`src/rtl/vga_timing_gen.sv`:
```
// Parametrised VGA timing core: raster counters, sync and display-enable generation,
// plus a LAT-deep pipeline that lines the generator's colour up with the sync outputs.
module vga_timing_gen #(
  parameter int H_ACTIVE = 640,
  parameter int H_FP     = 16,
  parameter int H_SYNC   = 96,
  parameter int H_BP     = 48,
  parameter int V_ACTIVE = 480,
  parameter int V_FP     = 10,
  parameter int V_SYNC   = 2,
  parameter int V_BP     = 33,
  parameter bit HS_POL   = 1'b0,
  parameter bit VS_POL   = 1'b0,
  parameter int LAT      = 2,
  parameter int CW       = 4,
  parameter int XW       = 10
) (
  input  logic          vgaclk,
  input  logic          rst,
  input  logic          en,
  output logic [XW-1:0] hc,
  output logic [XW-1:0] vc,
  output logic          req_valid,
  output logic [XW-1:0] req_x,
  output logic [XW-1:0] req_y,
  input  logic [CW-1:0] pix_r,
  input  logic [CW-1:0] pix_g,
  input  logic [CW-1:0] pix_b,
  output logic [CW-1:0] red,
  output logic [CW-1:0] green,
  output logic [CW-1:0] blue,
  output logic          hsync,
  output logic          vsync,
  output logic          de,
  output logic          frame_start,
  output logic          line_start
);

  localparam int H_TOTAL = H_ACTIVE + H_FP + H_SYNC + H_BP;
  localparam int V_TOTAL = V_ACTIVE + V_FP + V_SYNC + V_BP;

  localparam logic [XW-1:0] H_LAST = XW'(H_TOTAL - 1);
  localparam logic [XW-1:0] V_LAST = XW'(V_TOTAL - 1);
  localparam logic [XW-1:0] H_ACT  = XW'(H_ACTIVE);
  localparam logic [XW-1:0] V_ACT  = XW'(V_ACTIVE);
  localparam logic [XW-1:0] H_SS   = XW'(H_ACTIVE + H_FP);
  localparam logic [XW-1:0] H_SE   = XW'(H_ACTIVE + H_FP + H_SYNC);
  localparam logic [XW-1:0] V_SS   = XW'(V_ACTIVE + V_FP);
  localparam logic [XW-1:0] V_SE   = XW'(V_ACTIVE + V_FP + V_SYNC);

  // Bit positions inside one pipeline stage; every bit is active-high internally.
  localparam int S_HS = 0;
  localparam int S_VS = 1;
  localparam int S_DE = 2;
  localparam int S_LS = 3;
  localparam int S_FS = 4;

  logic [XW-1:0] r_hc;
  logic [XW-1:0] r_vc;
  logic [4:0]    r_pipe [LAT];
  logic [CW-1:0] r_red;
  logic [CW-1:0] r_green;
  logic [CW-1:0] r_blue;

  logic          w_req_valid;
  logic          w_hs_act;
  logic          w_vs_act;
  logic [4:0]    w_stage0;
  logic [4:0]    w_out;
  logic          w_de_next;

  always_ff @(posedge vgaclk or negedge rst) begin
    if (!rst) begin
      r_hc <= '0;
      r_vc <= '0;
    end else if (!en) begin
      r_hc <= '0;
      r_vc <= '0;
    end else if (r_hc == H_LAST) begin
      r_hc <= '0;
      r_vc <= (r_vc == V_LAST) ? '0 : r_vc + XW'(1);
    end else begin
      r_hc <= r_hc + XW'(1);
    end
  end

  assign w_req_valid = en && (r_hc < H_ACT) && (r_vc < V_ACT);
  assign w_hs_act    = (r_hc >= H_SS) && (r_hc < H_SE);
  assign w_vs_act    = (r_vc >= V_SS) && (r_vc < V_SE);
  assign w_stage0    = {(r_hc == '0) && (r_vc == '0),
                        (r_hc == '0) && w_req_valid,
                        w_req_valid, w_vs_act, w_hs_act};

  // The last stage doubles as the registered sync/de/pulse outputs.
  always_ff @(posedge vgaclk or negedge rst) begin
    if (!rst) begin
      for (int i = 0; i < LAT; i++) r_pipe[i] <= '0;
    end else if (!en) begin
      for (int i = 0; i < LAT; i++) r_pipe[i] <= '0;
    end else begin
      r_pipe[0] <= w_stage0;
      for (int i = 1; i < LAT; i++) r_pipe[i] <= r_pipe[i-1];
    end
  end

  generate
    if (LAT == 1) begin : g_lat1
      assign w_de_next = w_req_valid;
    end else begin : g_latn
      assign w_de_next = r_pipe[LAT-2][S_DE];
    end
  endgenerate

  always_ff @(posedge vgaclk or negedge rst) begin
    if (!rst) begin
      r_red   <= '0;
      r_green <= '0;
      r_blue  <= '0;
    end else if (!en || !w_de_next) begin
      r_red   <= '0;
      r_green <= '0;
      r_blue  <= '0;
    end else begin
      r_red   <= pix_r;
      r_green <= pix_g;
      r_blue  <= pix_b;
    end
  end

  assign w_out       = r_pipe[LAT-1];
  assign hc          = r_hc;
  assign vc          = r_vc;
  assign req_valid   = w_req_valid;
  assign req_x       = r_hc;
  assign req_y       = r_vc;
  assign red         = r_red;
  assign green       = r_green;
  assign blue        = r_blue;
  assign hsync       = w_out[S_HS] ? HS_POL : ~HS_POL;
  assign vsync       = w_out[S_VS] ? VS_POL : ~VS_POL;
  assign de          = w_out[S_DE];
  assign line_start  = w_out[S_LS];
  assign frame_start = w_out[S_FS];

endmodule
```
`config.mk`:
```
export PLATFORM = sky130hd
export DESIGN_NAME = vga_timing_gen
export DESIGN_NICKNAME = d
export VERILOG_FILES = /design/src/rtl/vga_timing_gen.sv
export SDC_FILE = /design/constraint.sdc
export NUM_CORES = 1
export LEC_CHECK = 0
export ABC_AREA = 1
export CAP_MARGIN = 25
export CORE_MARGIN = 2
export CORE_UTILIZATION = 45
export DETAILED_ROUTE_END_ITERATION = 10
export PLACE_DENSITY = 0.8
export SLEW_MARGIN = 20
export SYNTH_ARGS = -nofsm -noshare
export SYNTH_HDL_FRONTEND = slang
export SYNTH_SLANG_ARGS = --single-unit
```
`constraint.sdc`:
```
create_clock -name vgaclk -period 2.8 [get_ports vgaclk]
set_clock_uncertainty 0.1 [all_clocks]
set_input_delay 0.56 -clock vgaclk [delete_from_list [all_inputs] [get_ports vgaclk]]
set_output_delay 0.56 -clock vgaclk [all_outputs]
set_load 0.01 [all_outputs]
```
==> flow_metrics.py <==
metrics = {
    "timing": {
        "fmax_ghz": 0.380,
        "relSlewSlack_pct": 40.0,
        "fin_crit_ns": 2.63,
        "hold_viol": 0,
        "rsz0062_at_grt": "no",
        "worst_slack_ns": 0.167,
        "fin_tns_setup_ns": 0,
        "slew_viol_final": 0,
        "min_period_over_period_pct": 94.0,
        "tightest_slew_ns": 0.901,
        "hold_ws_ns": 0.281,
        "setup_viol": 0,
    },
    "global_route": {
        "grt.total_usage_pct": 19.3,
        "grt_pass1_wl_um": 7650,
        "gr-total-overflow": 0,
        "grt_pass1_vias": 1683,
        "grt_max_degree": 43,
        "antenna_found_initial": 0,
    },
    "power": {
        "ir_drop_v": 0.000347,
        "power_leakage_uw": 0.00139,
        "power_density_nw_per_um2": 410,
    },
    "floorplanning": {
        "rows": 24,
        "io_pins": 73,
        "die_width_um": 72.2,
        "fp.dieArea_um2": 5220,
        "core_area_um2": 4410,
        "die_h_um": 72.2,
        "initial_utilization_pct": 47.4,
    },
    "route": {
        "drt_iter0_markers": 129,
        "wl_per_cell_um": 12.1,
        "postRouteAntennaNets": 0,
        "first_pass_iters": 4,
        "vias": 1787,
        "totalWireLength_um": 4470,
        "drt-vias-per-instance": 4.84,
        "drc_errors": 0,
    },
    "clock_network": {
        "post_cts_resized": 0,
        "clock-sinks": 42,
        "path_clk_slew_ns": 0.08,
        "hold_buffers": 0,
        "ctsRootBufferMaster": "clkbuf_8",
        "max-clock-path-buffers": 2,
        "cts_tree": "yes",
        "cts_buffers": 5,
        "cts.htree.levels": 2,
        "postCtsSetupBuffers": 0,
        "clk_latency_ns": 0.30,
    },
    "cells_and_area": {
        "diodes": 0,
        "finalNetCount": 335,
        "final_cell_mix": "clkdlybuf4s50_1, inv_1, nand2_1, dfrtp_1, nor2_1",
        "syn_to_final_growth_pct": 33.9,
        "final_core_util_pct": 63.5,
        "fin_area_um2": 2800,
        "final_common_cell": "clkdlybuf4s50_1",
        "final_layout_size_suffix_gt1_share_pct": 5.36,
    },
    "setup_path": {
        "crit_slowest_cell": "clkdlybuf4s50_1",
        "cp_common_cell": "clkdlybuf4s50_1",
        "crit_fanout": 3,
        "cp-start-kind": "input port",
        "worst-path-buf-inv": 3,
        "crit_family": "buffers and inverters",
        "critPathKind": "input port to output port",
        "worstPathArrival_ns": 1.97,
        "crit_path_start": "en",
        "slowest_delay_ns": 0.53,
        "endpoint_kind": "output port",
        "cp_cell_sequence": "clkdlybuf4s50_1 -> nand2_1 -> nor2_1 -> nand3_1 -> inv_1 -> clkdlybuf4s50_1",
        "crit_required_ns": 2.14,
        "reg2reg_from": "hc[0]",
    },
    "synthesis": {
        "synth_area_um2": 2090,
        "syn_avg_cell_area_um2": 8.06,
        "ys_types": 20,
        "yosysWarnings": 0,
        "ys_seq_area_share_pct": 50.2,
        "synth_cells": 260,
        "synth_nets": 279,
        "ys_ff_latch": 42,
    },
    "worst_hold_path": {
        "worstHoldPathType": "input port to async pin",
    },
    "placement": {
        "place_area_um2": 2710,
        "gp_congestion": 0.882,
        "dp_hpwl_um": 3310,
        "post-place-ws_ns": 0.150,
        "portBuffers": 72,
    },
    "run": {
        "maxCapViolations": 0,
    },
    "status": {
        "status": "complete, no violations",
    },
}
==> cells in the mapped netlist (all sizes together) <==
cell type	number	area, um2
nand3	12	65.1
a21oi	8	40.0
inv	50	188
o2bb2ai	1	8.76
nor2	43	169
nand2	50	195
xor2	4	35.0
nand4	5	31.3
ha	4	50.1
buf	22	166
o21ai	9	45.0
clkbuf	2	7.51
nor3	6	30.0
dfrtp	42	1050
nor4	2	12.5
==> through the flow <==
| stage | power, uW | std cells |
|---|---|---|
| floorplan | 688 | 260 |
| global placement | 754 | 361 |
| detailed placement | 757 | 361 |
| CTS | 1160 | 369 |
| global route | 1200 | 369 |
| finish | 1150 | 369 |
==> power breakdown <==
group,switching [uW],internal [uW],leakage (uW),total [uW]
combinational,56.0,56.1,0.000770,112
sequential,8.77,622,0.000572,631
clock,208,198,0.0000472,406
==> flip-flops by register name, indices dropped and copies added, names as in the netlist <==
register and flops:
blue 4, green 4, hc 10, r_pipe 5
red 4, req_y 10, w_out 5
==> final cells by class <==
class,instances,area (um2)
well taps,52,65.1
clock inverters,2,12.5
multi-input cells,144,682
flip-flops and latches,42,1050
repair buffers,73,723
clock buffers,6,82.6
inverters,50,188
fillers,396,1610
==> logic make-up (layout without fill, tap and decap cells) <==
| logic type | count (synthesis) | count (layout) | share of synthesized area (%) |
|---|---|---|---|
| AND/OR/NAND/NOR | 118 | 118 | 24.0 |
| XOR/XNOR | 4 | 4 | 1.67 |
| adder cells (fa/ha/maj) | 4 | 4 | 2.39 |
| flip-flops | 42 | 42 | 50.2 |
| AO/OA/AOI/OAI | 18 | 18 | 4.48 |
| buffers and inverters | 74 | 131 | 17.3 |
==> worst reg2reg max path: stages, from the launching register on <==
cell     delay (ns)
dfrtp_1        0.42
ha_1           0.26
nand3_2        0.14
nor2_2         0.12
nand2_2        0.06
nand2_2        0.30
inv_1          0.16
o21ai_0        0.10
a21oi_1        0.05
==> per-layer routing <==
metal | vias up | wire length, um | track usage, %
li1 | 880 | - | -
met5 | - | 0 | 0
met1 | 819 | 1730 | 23.1
met3 | 9 | 463 | 7.64
met4 | 0 | 97 | 8.60
met2 | 79 | 2180 | 30.9
==> worst paths after layout <==
path                              to  slack [ns]  depth (start not counted)
setup reg to reg               hc[2]        0.97                          8
hold reg to reg             w_out[0]        0.34                          2
min in group vgaclk         w_out[0]        0.34                          2
hold / removal                 hc[1]        0.28                          1
max in group asynchronous   req_y[8]        1.76                          1
setup / recovery           req_valid        0.17                          6
Power figures use the tool's default switching activity.
